`src/rtl/npc_ras_unit.sv`:
```
// Fetch-PC register and next-PC selection for the 5-stage pipeline, with a
// circular return-address stack shadowing jal / jr $ra pairs.
module npc_ras_unit #(
    parameter logic [31:0] RESET_PC   = 32'h0000_3000,
    parameter logic [31:0] EXC_VECTOR = 32'h0000_4180,
    parameter int          RAS_DEPTH  = 8,
    parameter int          CNT_W      = 16,
    localparam int         PW         = $clog2(RAS_DEPTH),
    localparam int         CW         = PW + 1
) (
    input  logic             clk,
    input  logic             reset,
    input  logic             stall,
    input  logic             req,
    input  logic             eret,
    input  logic [31:0]      EPC,
    input  logic [31:0]      PC_D,
    input  logic [31:0]      rs,
    input  logic             rs_is_ra,
    input  logic [15:0]      imm,
    input  logic [25:0]      ins_index,
    input  logic             isJr,
    input  logic             isJal,
    input  logic             isBranch,
    input  logic             isBranchSuccess,
    output logic [31:0]      PC_F,
    output logic [31:0]      NPC,
    output logic [CW-1:0]    ras_count,
    output logic [31:0]      ras_top,
    output logic             ras_mismatch,
    output logic [CNT_W-1:0] mismatch_cnt
);

    logic [31:0]      pc_f_q, pc_f_d;
    logic [PW-1:0]    ptr_q, ptr_d;
    logic [CW-1:0]    count_q, count_d;
    logic             mismatch_q, mismatch_d;
    logic [CNT_W-1:0] mcnt_q, mcnt_d;
    logic [31:0]      mem_q [RAS_DEPTH];

    logic        ras_en, push, pop, empty, full;
    logic [31:0] br_off, ret_addr;

    always_comb begin
        br_off   = {{14{imm[15]}}, imm, 2'b00};
        ret_addr = PC_D + 32'd8;
        if (req)
            NPC = EXC_VECTOR;
        else if (eret)
            NPC = EPC;
        else if (isJal)
            NPC = {PC_D[31:28], ins_index, 2'b00};
        else if (isBranch && isBranchSuccess)
            NPC = PC_D + 32'd4 + br_off;
        else if (isJr)
            NPC = rs;
        else
            NPC = pc_f_q + 32'd4;
    end

    // Redirects from req/eret must win over a hazard stall.
    always_comb begin
        pc_f_d = pc_f_q;
        if (req || eret)
            pc_f_d = NPC;
        else if (!stall)
            pc_f_d = NPC;
    end

    always_comb begin
        ras_en = !stall && !req && !eret;
        push   = ras_en && isJal;
        pop    = ras_en && isJr && rs_is_ra && !isJal;
        empty  = (count_q == '0);
        full   = (count_q == CW'(RAS_DEPTH));
        ras_top = empty ? 32'h0 : mem_q[ptr_q];
    end

    // A push on a full stack wraps onto the oldest entry.
    always_comb begin
        ptr_d      = ptr_q;
        count_d    = count_q;
        mismatch_d = 1'b0;
        if (push) begin
            ptr_d = ptr_q + PW'(1);
            if (!full)
                count_d = count_q + CW'(1);
        end else if (pop) begin
            if (empty) begin
                mismatch_d = 1'b1;
            end else begin
                mismatch_d = (mem_q[ptr_q] != rs);
                ptr_d      = ptr_q - PW'(1);
                count_d    = count_q - CW'(1);
            end
        end
        mcnt_d = mcnt_q;
        if (mismatch_d && (mcnt_q != '1))
            mcnt_d = mcnt_q + CNT_W'(1);
    end

    always_ff @(posedge clk) begin
        if (reset) begin
            pc_f_q     <= RESET_PC;
            ptr_q      <= '0;
            count_q    <= '0;
            mismatch_q <= 1'b0;
            mcnt_q     <= '0;
        end else begin
            pc_f_q     <= pc_f_d;
            ptr_q      <= ptr_d;
            count_q    <= count_d;
            mismatch_q <= mismatch_d;
            mcnt_q     <= mcnt_d;
        end
    end

    always_ff @(posedge clk) begin
        if (!reset && push)
            mem_q[ptr_d] <= ret_addr;
    end

    assign PC_F         = pc_f_q;
    assign ras_count    = count_q;
    assign ras_mismatch = mismatch_q;
    assign mismatch_cnt = mcnt_q;

endmodule

```
`config.mk`:
```
export PLATFORM = sky130hd
export DESIGN_NAME = npc_ras_unit
export DESIGN_NICKNAME = d
export VERILOG_FILES = /design/src/rtl/npc_ras_unit.sv
export SDC_FILE = /design/constraint.sdc
export NUM_CORES = 1
export LEC_CHECK = 0
export ABC_AREA = 1
export CAP_MARGIN = 5
export CORE_UTILIZATION = 45
export CTS_CLUSTER_DIAMETER = 200
export DETAILED_ROUTE_END_ITERATION = 10
export PLACE_DENSITY = 0.65
export SLEW_MARGIN = 20
export SYNTH_ARGS = -nofsm -noshare
export SYNTH_HDL_FRONTEND = slang
export SYNTH_SLANG_ARGS = --single-unit
```
`constraint.sdc`:
```
create_clock -name clk -period 5.3 [get_ports clk]
set_input_delay 1.06 -clock clk [delete_from_list [all_inputs] [get_ports clk]]
set_output_delay 1.06 -clock clk [all_outputs]
set_load 0.01 [all_outputs]
```
Word level (Yosys, flattened, before mapping)
Memory sizes are Yosys's and may differ from the RTL's. A register that Yosys moved wholly into a read port is not among the register bits.
Index checks and enable logic that the tools add are counted.
{"block": "word_totals", "input_bits": 148, "elab_cells": 60, "mem_bits_rw": 256, "mem_count": 1, "regBits": 56, "output_inout_bits": 117}
{"block": "op_classes", "reduce_logical": 18, "addsub": 9, "muxes": 21, "n_eq_ne": 6}
{"memory": "mem_q", "depth": 8, "word_bits": 32, "read_ports": 1, "rd_ports_with_merged_regs": 1, "write_ports": 1, "line_no": "39", "rtl": "logic [31:0] mem_q [RAS_DEPTH];"}
{"operator": "32-bit 2-to-1 mux", "count": 8}
{"operator": "32-bit by 3-bit adder with 32-bit output (second input constant)", "count": 2}
{"operator": "32-bit adder", "count": 1}
{"operator": "32-bit by 4-bit adder with 32-bit output (second input constant)", "count": 1}
{"operator": "32-bit inequality test", "count": 1}
{"operator": "16-bit by 1-bit adder with 16-bit output (second input constant)", "count": 1}
{"operator": "4-bit 2-to-1 mux", "count": 4}
{"operator": "16-bit inequality test (second input constant)", "count": 1}
{"operator": "3-bit 2-to-1 mux", "count": 4}
{"operator": "1-bit logical AND", "count": 9}
{"operator": "1-bit logical NOT", "count": 5}
{"operator": "1-bit 2-to-1 mux", "count": 5}
{"operator": "4-bit by 1-bit adder with 4-bit output (second input constant)", "count": 1}
{"operator": "4-bit == test (second input constant)", "count": 1}
{"operator": "4-bit logical NOT", "count": 1}
{"operator": "2-bit inequality test (second input constant)", "count": 2}
{"operator": "4-bit by 1-bit subtractor with 4-bit output (second input constant)", "count": 1}
{"operator": "3-bit by 1-bit adder with 3-bit output (second input constant)", "count": 1}
{"operator": "3-bit AND reduction", "count": 1}
{"operator": "3-bit by 1-bit subtractor with 3-bit output (second input constant)", "count": 1}
{"operator": "2-bit by 1-bit inequality test with 1-bit output (second input constant)", "count": 1}
{"operator": "2-bit nonzero test", "count": 1}
{"operator": "1-bit logical OR", "count": 1}

Logic depth before layout (Yosys ltp)
{"block": "logic_depth", "ltp_word": 9, "depth_mapped": 21}

Worst setup path before layout
OpenSTA, ideal clock, no wires.
{"block": "synth_path", "kind": "input to register", "start": "in req", "end": "mem mem_q[0][0] (enable)", "slack_ns": 1.037, "arrival_time_ns": 3.842, "stages": 10, "path_cell_list": "nor2_1 > inv_1 > nor2_1 > nand3_1 > nor2_2 > o21ai_0 > o21ai_0 > xor2_1 > nand2_1 > nor2_1"}
{"block": "synth_via", "elab_chain_cells": 8, "elab_cells_between_ends": 12}
{"item": "from (decl)", "line_no": "14", "rtl": "input logic req,"}
{"item": "1-bit logical NOT *", "line_no": "71", "rtl": "ras_en = !stall && !req && !eret;"}
{"item": "1-bit logical AND * (2 in a row)", "line_no": "71"}
{"item": "1-bit logical AND (3 in a row)", "line_no": "73", "rtl": "pop = ras_en && isJr && rs_is_ra && !isJal;"}
{"item": "3-bit 2-to-1 mux", "line_no": "88", "rtl": "end else if (pop) begin"}
{"item": "3-bit 2-to-1 mux", "line_no": "84", "rtl": "if (push) begin"}
{"item": "to (decl)", "line_no": "39"}
Every way passes the cells marked *; elsewhere a longest branch is shown, timed or not.

Worst setup path after layout
{"block": "layout_path", "start": "in PC_D[28]", "end": "out NPC[30]"}
{"block": "layout_via", "elab_chain_cells": 6}
{"item": "from (decl)", "line_no": "17", "rtl": "input logic [31:0] PC_D,"}
{"item": "32-bit by 3-bit adder with 32-bit output", "line_no": "54", "rtl": "NPC = PC_D + 32'd4 + br_off;"}
{"item": "32-bit adder", "line_no": "54"}
{"item": "32-bit 2-to-1 mux", "line_no": "53", "rtl": "else if (isBranch && isBranchSuccess)"}
{"item": "32-bit 2-to-1 mux", "line_no": "51", "rtl": "else if (isJal)"}
{"item": "32-bit 2-to-1 mux", "line_no": "49", "rtl": "else if (eret)"}
{"item": "32-bit 2-to-1 mux", "line_no": "47", "rtl": "if (req)"}
{"item": "to (decl)", "line_no": "27", "rtl": "output logic [31:0] NPC,"}
Every way passes these cells.

==> out/metrics.yaml <==
cells_and_area:
  final_layout_size_suffix_gt1_share_pct: 10.3
  syn2layout_area_growth_pct: 29.8
  fin_nets: 2897
logic_synthesis:
  synthMostInstantiatedCell: "nand2_1"
  ys_top_cells_by_area: "edfxtp_1, nand2_1, nor2_1"
  ys_seq_elements: 312
  async_flop_share_pct: 0
  netlist_area_um2: 18400
  ys.flop_type: "edfxtp_1"
  netlist.area_leader.share_pct: 41.8
  syn-num-nets: 2527
  syn_avg_cell_area_um2: 7.95
  synth.distinct_cells: 41
  synth_edf_count: 256
  synth_cells: 2313
  yosys-top-cells-count: "nand2_1, nor2_1, inv_1, edfxtp_1, nand3_1"
  seq_area_frac_synth_pct: 47.9
  yosysTopAreaCell: "edfxtp_1"
  yosysWarnings: 0
hold_path:
  hp-start: "ras_count[2]"
  hold_path.class: "register to register"
cts:
  path_clk_slew_ps: 60
  root_buffer: "clkbuf_16"
  cts_sinks: 312
  clk_path_buf_depth: 3
  htreeDepth: 2
  cts_tree: "done"
  cts_buffers: 35
  holdBufCountCts: 0
  clk_latency_ps: 560
timing:
  clock_skew_ps: 27.7
  fin_ws_ps: 60.8
  hold_viol_final: 0
  worst_pin_slew_ps: 1030
  slew_headroom_pct: 31.0
  setup_viol: 0
  maxSlewViolCount: 0
  finalCriticalPeriod_ps: 5240
  post-route-period-util_pct: 98.9
  clock.fmax_mhz: 191
  grt_setup_unrepaired: "true"
  tns_ps: 0
critical_path:
  critPathArrivalTime_ps: 4180
  critPathLaunchType: "input pin"
  cpMaxStageDelayCell: "clkdlybuf4s50_1"
  endpoint_kind: "output pin"
  cp_slowest_stage_delay_ps: 530
  cp_cell_sequence: "clkdlybuf4s50_1, ha_1, ha_1, inv_1, nor3_1, buf_4, a21oi_1, o21ai_0, nor2_1, nand3_1, nand3_1, nand2_1, nand2_1, nand2_1, inv_1, clkdlybuf4s50_1"
  required_ps: 4240
  cp_common_cell: "nand2_1"
  startpoint: "PC_D[28]"
  worst-setup-path-type: "input pin to output pin"
  rr_startpoint: "ptr_q[0]"
  crit_buf_inv: 5
  cp_top_family: "buffers and inverters"
  crit_fanout: 3
drt:
  ant_nets: 0
  vias_per_cell: 5.45
  avgRoutedWirePerCell_um: 20.8
  dr_total_vias: 17700
  drcViolationCount: 0
  wl_um: 67500
  dr.pass1.iters: 5
  drt_iter0_drc: 1701
floorplanning:
  die_w_um: 204
  fp-row-count: 73
  start_util_pct: 46.0
  core_area_um2: 40000
  fp.dieH_um: 204
  ios: 265
  dieArea_um2: 41700
global_route:
  grtUsageTotal_pct: 32.2
  grt-ovfl-total: 0
  antenna_found_initial: 3
  grt_max_degree: 98
  grt_pass1_vias: 16700
  grt_pass1_wl_um: 100000
status:
  status: "finished clean"
pwr:
  total_power_mw: 6.26
  leakagePower_nw: 10.1
  power.density_nw_per_um2: 262
  peakVddDrop_v: 0.000259
place:
  place_congestion: 1.04
  dp_hpwl_um: 49700
  place.port_buffers: 264
  place_ws_ps: -235
flow_run:
  cap_violations: 0
==> final cells by class <==
| cell class | instances | area [µm²] |
|---|---|---|
| fill | 3618 | 16100 |
| sequential | 312 | 8810 |
| multi-input combinational | 1625 | 8310 |
| timing repair buffer | 428 | 3920 |
| inverter | 281 | 1050 |
| clock buffer | 46 | 927 |
| tap | 525 | 657 |
| clock inverter | 18 | 176 |
| antenna | 3 | 7.51 |
==> cell families after synthesis <==
logic type	Yosys count	synth area share, %
DFF	312	47.9
AOI/OAI and AO/OA	348	10.1
adders and majority gates	66	4.57
xor gates and xnor gates	59	2.81
buffers and inverters	376	8.18
and+or+nand+nor	1152	26.4
==> worst reg2reg max path, stage by stage (launching register included) <==
cell	delay [ps]
dfxtp_4	770
inv_2	400
buf_12	360
o21ai_0	300
nand3_1	170
nand2_1	130
nand2_1	50
nand2_1	90
nand2_1	90
nor2_1	120
nand2_1	110
nor2_1	250
nand2_2	290
nand3_4	280
nand2_1	90
a21oi_1	150
==> layout by cell type (no fill, tap or decap), types with 4 or more instances in the layout <==
master / netlist / routed
nand4_1: 43 / 43
inv_1: 277 / 277
o21bai_1: 11 / 11
clkinv_2: 0 / 6
nand3_2: 0 / 6
nor2_1: 345 / 328
a21oi_1: 124 / 113
nor3_1: 39 / 39
a21oi_2: 0 / 11
o21ai_1: 25 / 34
nand3_1: 233 / 227
or2_2: 6 / 6
xnor2_1: 17 / 16
a21o_1: 4 / 4
nor2_2: 1 / 17
ha_1: 64 / 58
ha_4: 0 / 5
o211ai_1: 17 / 17
clkinv_1: 2 / 8
clkdlybuf4s50_1: 0 / 244
edfxtp_1: 256 / 256
dlygate4sd2_1: 0 / 9
clkbuf_1: 52 / 10
buf_4: 13 / 159
a211oi_1: 4 / 4
nor4_1: 5 / 5
nand3b_1: 6 / 6
dlymetal6s2s_1: 0 / 8
a31oi_1: 5 / 5
xor2_1: 42 / 42
clkbuf_16: 0 / 35
nand2_2: 1 / 7
dfxtp_1: 56 / 54
nand2_1: 466 / 460
o21ai_0: 151 / 139
==> where the power goes <==
part,switching (mW),internal [mW]
sequential,0.0413,2.68
clock,1.01,1.35
combinational,0.676,0.506
==> final timing paths <==
check | end | slack [ps] | cells past startpoint
max reg2reg | mismatch_cnt[14] | 1560 | 15
min reg2reg | ras_count[2] | 520 | 2
max | NPC[30] | 60 | 16
min | ras_count[2] | 520 | 2
==> flip-flops by register name, summed over array words and instances (netlist names) <==
signal	flops
ras_count	4
ras_mismatch	1
ptr_q	3
mem_q	256
PC_F	32
mismatch_cnt	16
==> stage by stage <==
stage / instance area [µm²] / hold WS, ps / instances / utilization, %
floorplan: 18400 / 504 / 2313 / -
global placement: 22500 / 496 / 3170 / 56.3
detailed placement: 22500 / 504 / 3170 / 56.3
CTS: 23700 / 523 / 3234 / 59.3
global route: 23900 / 563 / 3238 / 59.7
finish: 23900 / 521 / 3238 / 59.7
==> timing repair <==
item                                    CTS  global route
gates cloned                              0             1
resized for setup                        36            50
hold endpoints to repair                  0             0
setup buffers                             0             0
endpoints found under the setup margin   21            24
pin swaps                                 3             9
==> routing by layer <==
metal	wire, µm	track usage, %	vias to the layer above
met2	31400	51.7	741
met1	29200	44.7	8317
met4	2220	11.7	0
met5	0	0	-
met3	4730	3.87	116
li1	-	-	8483
Power figures use the tool's default switching activity.
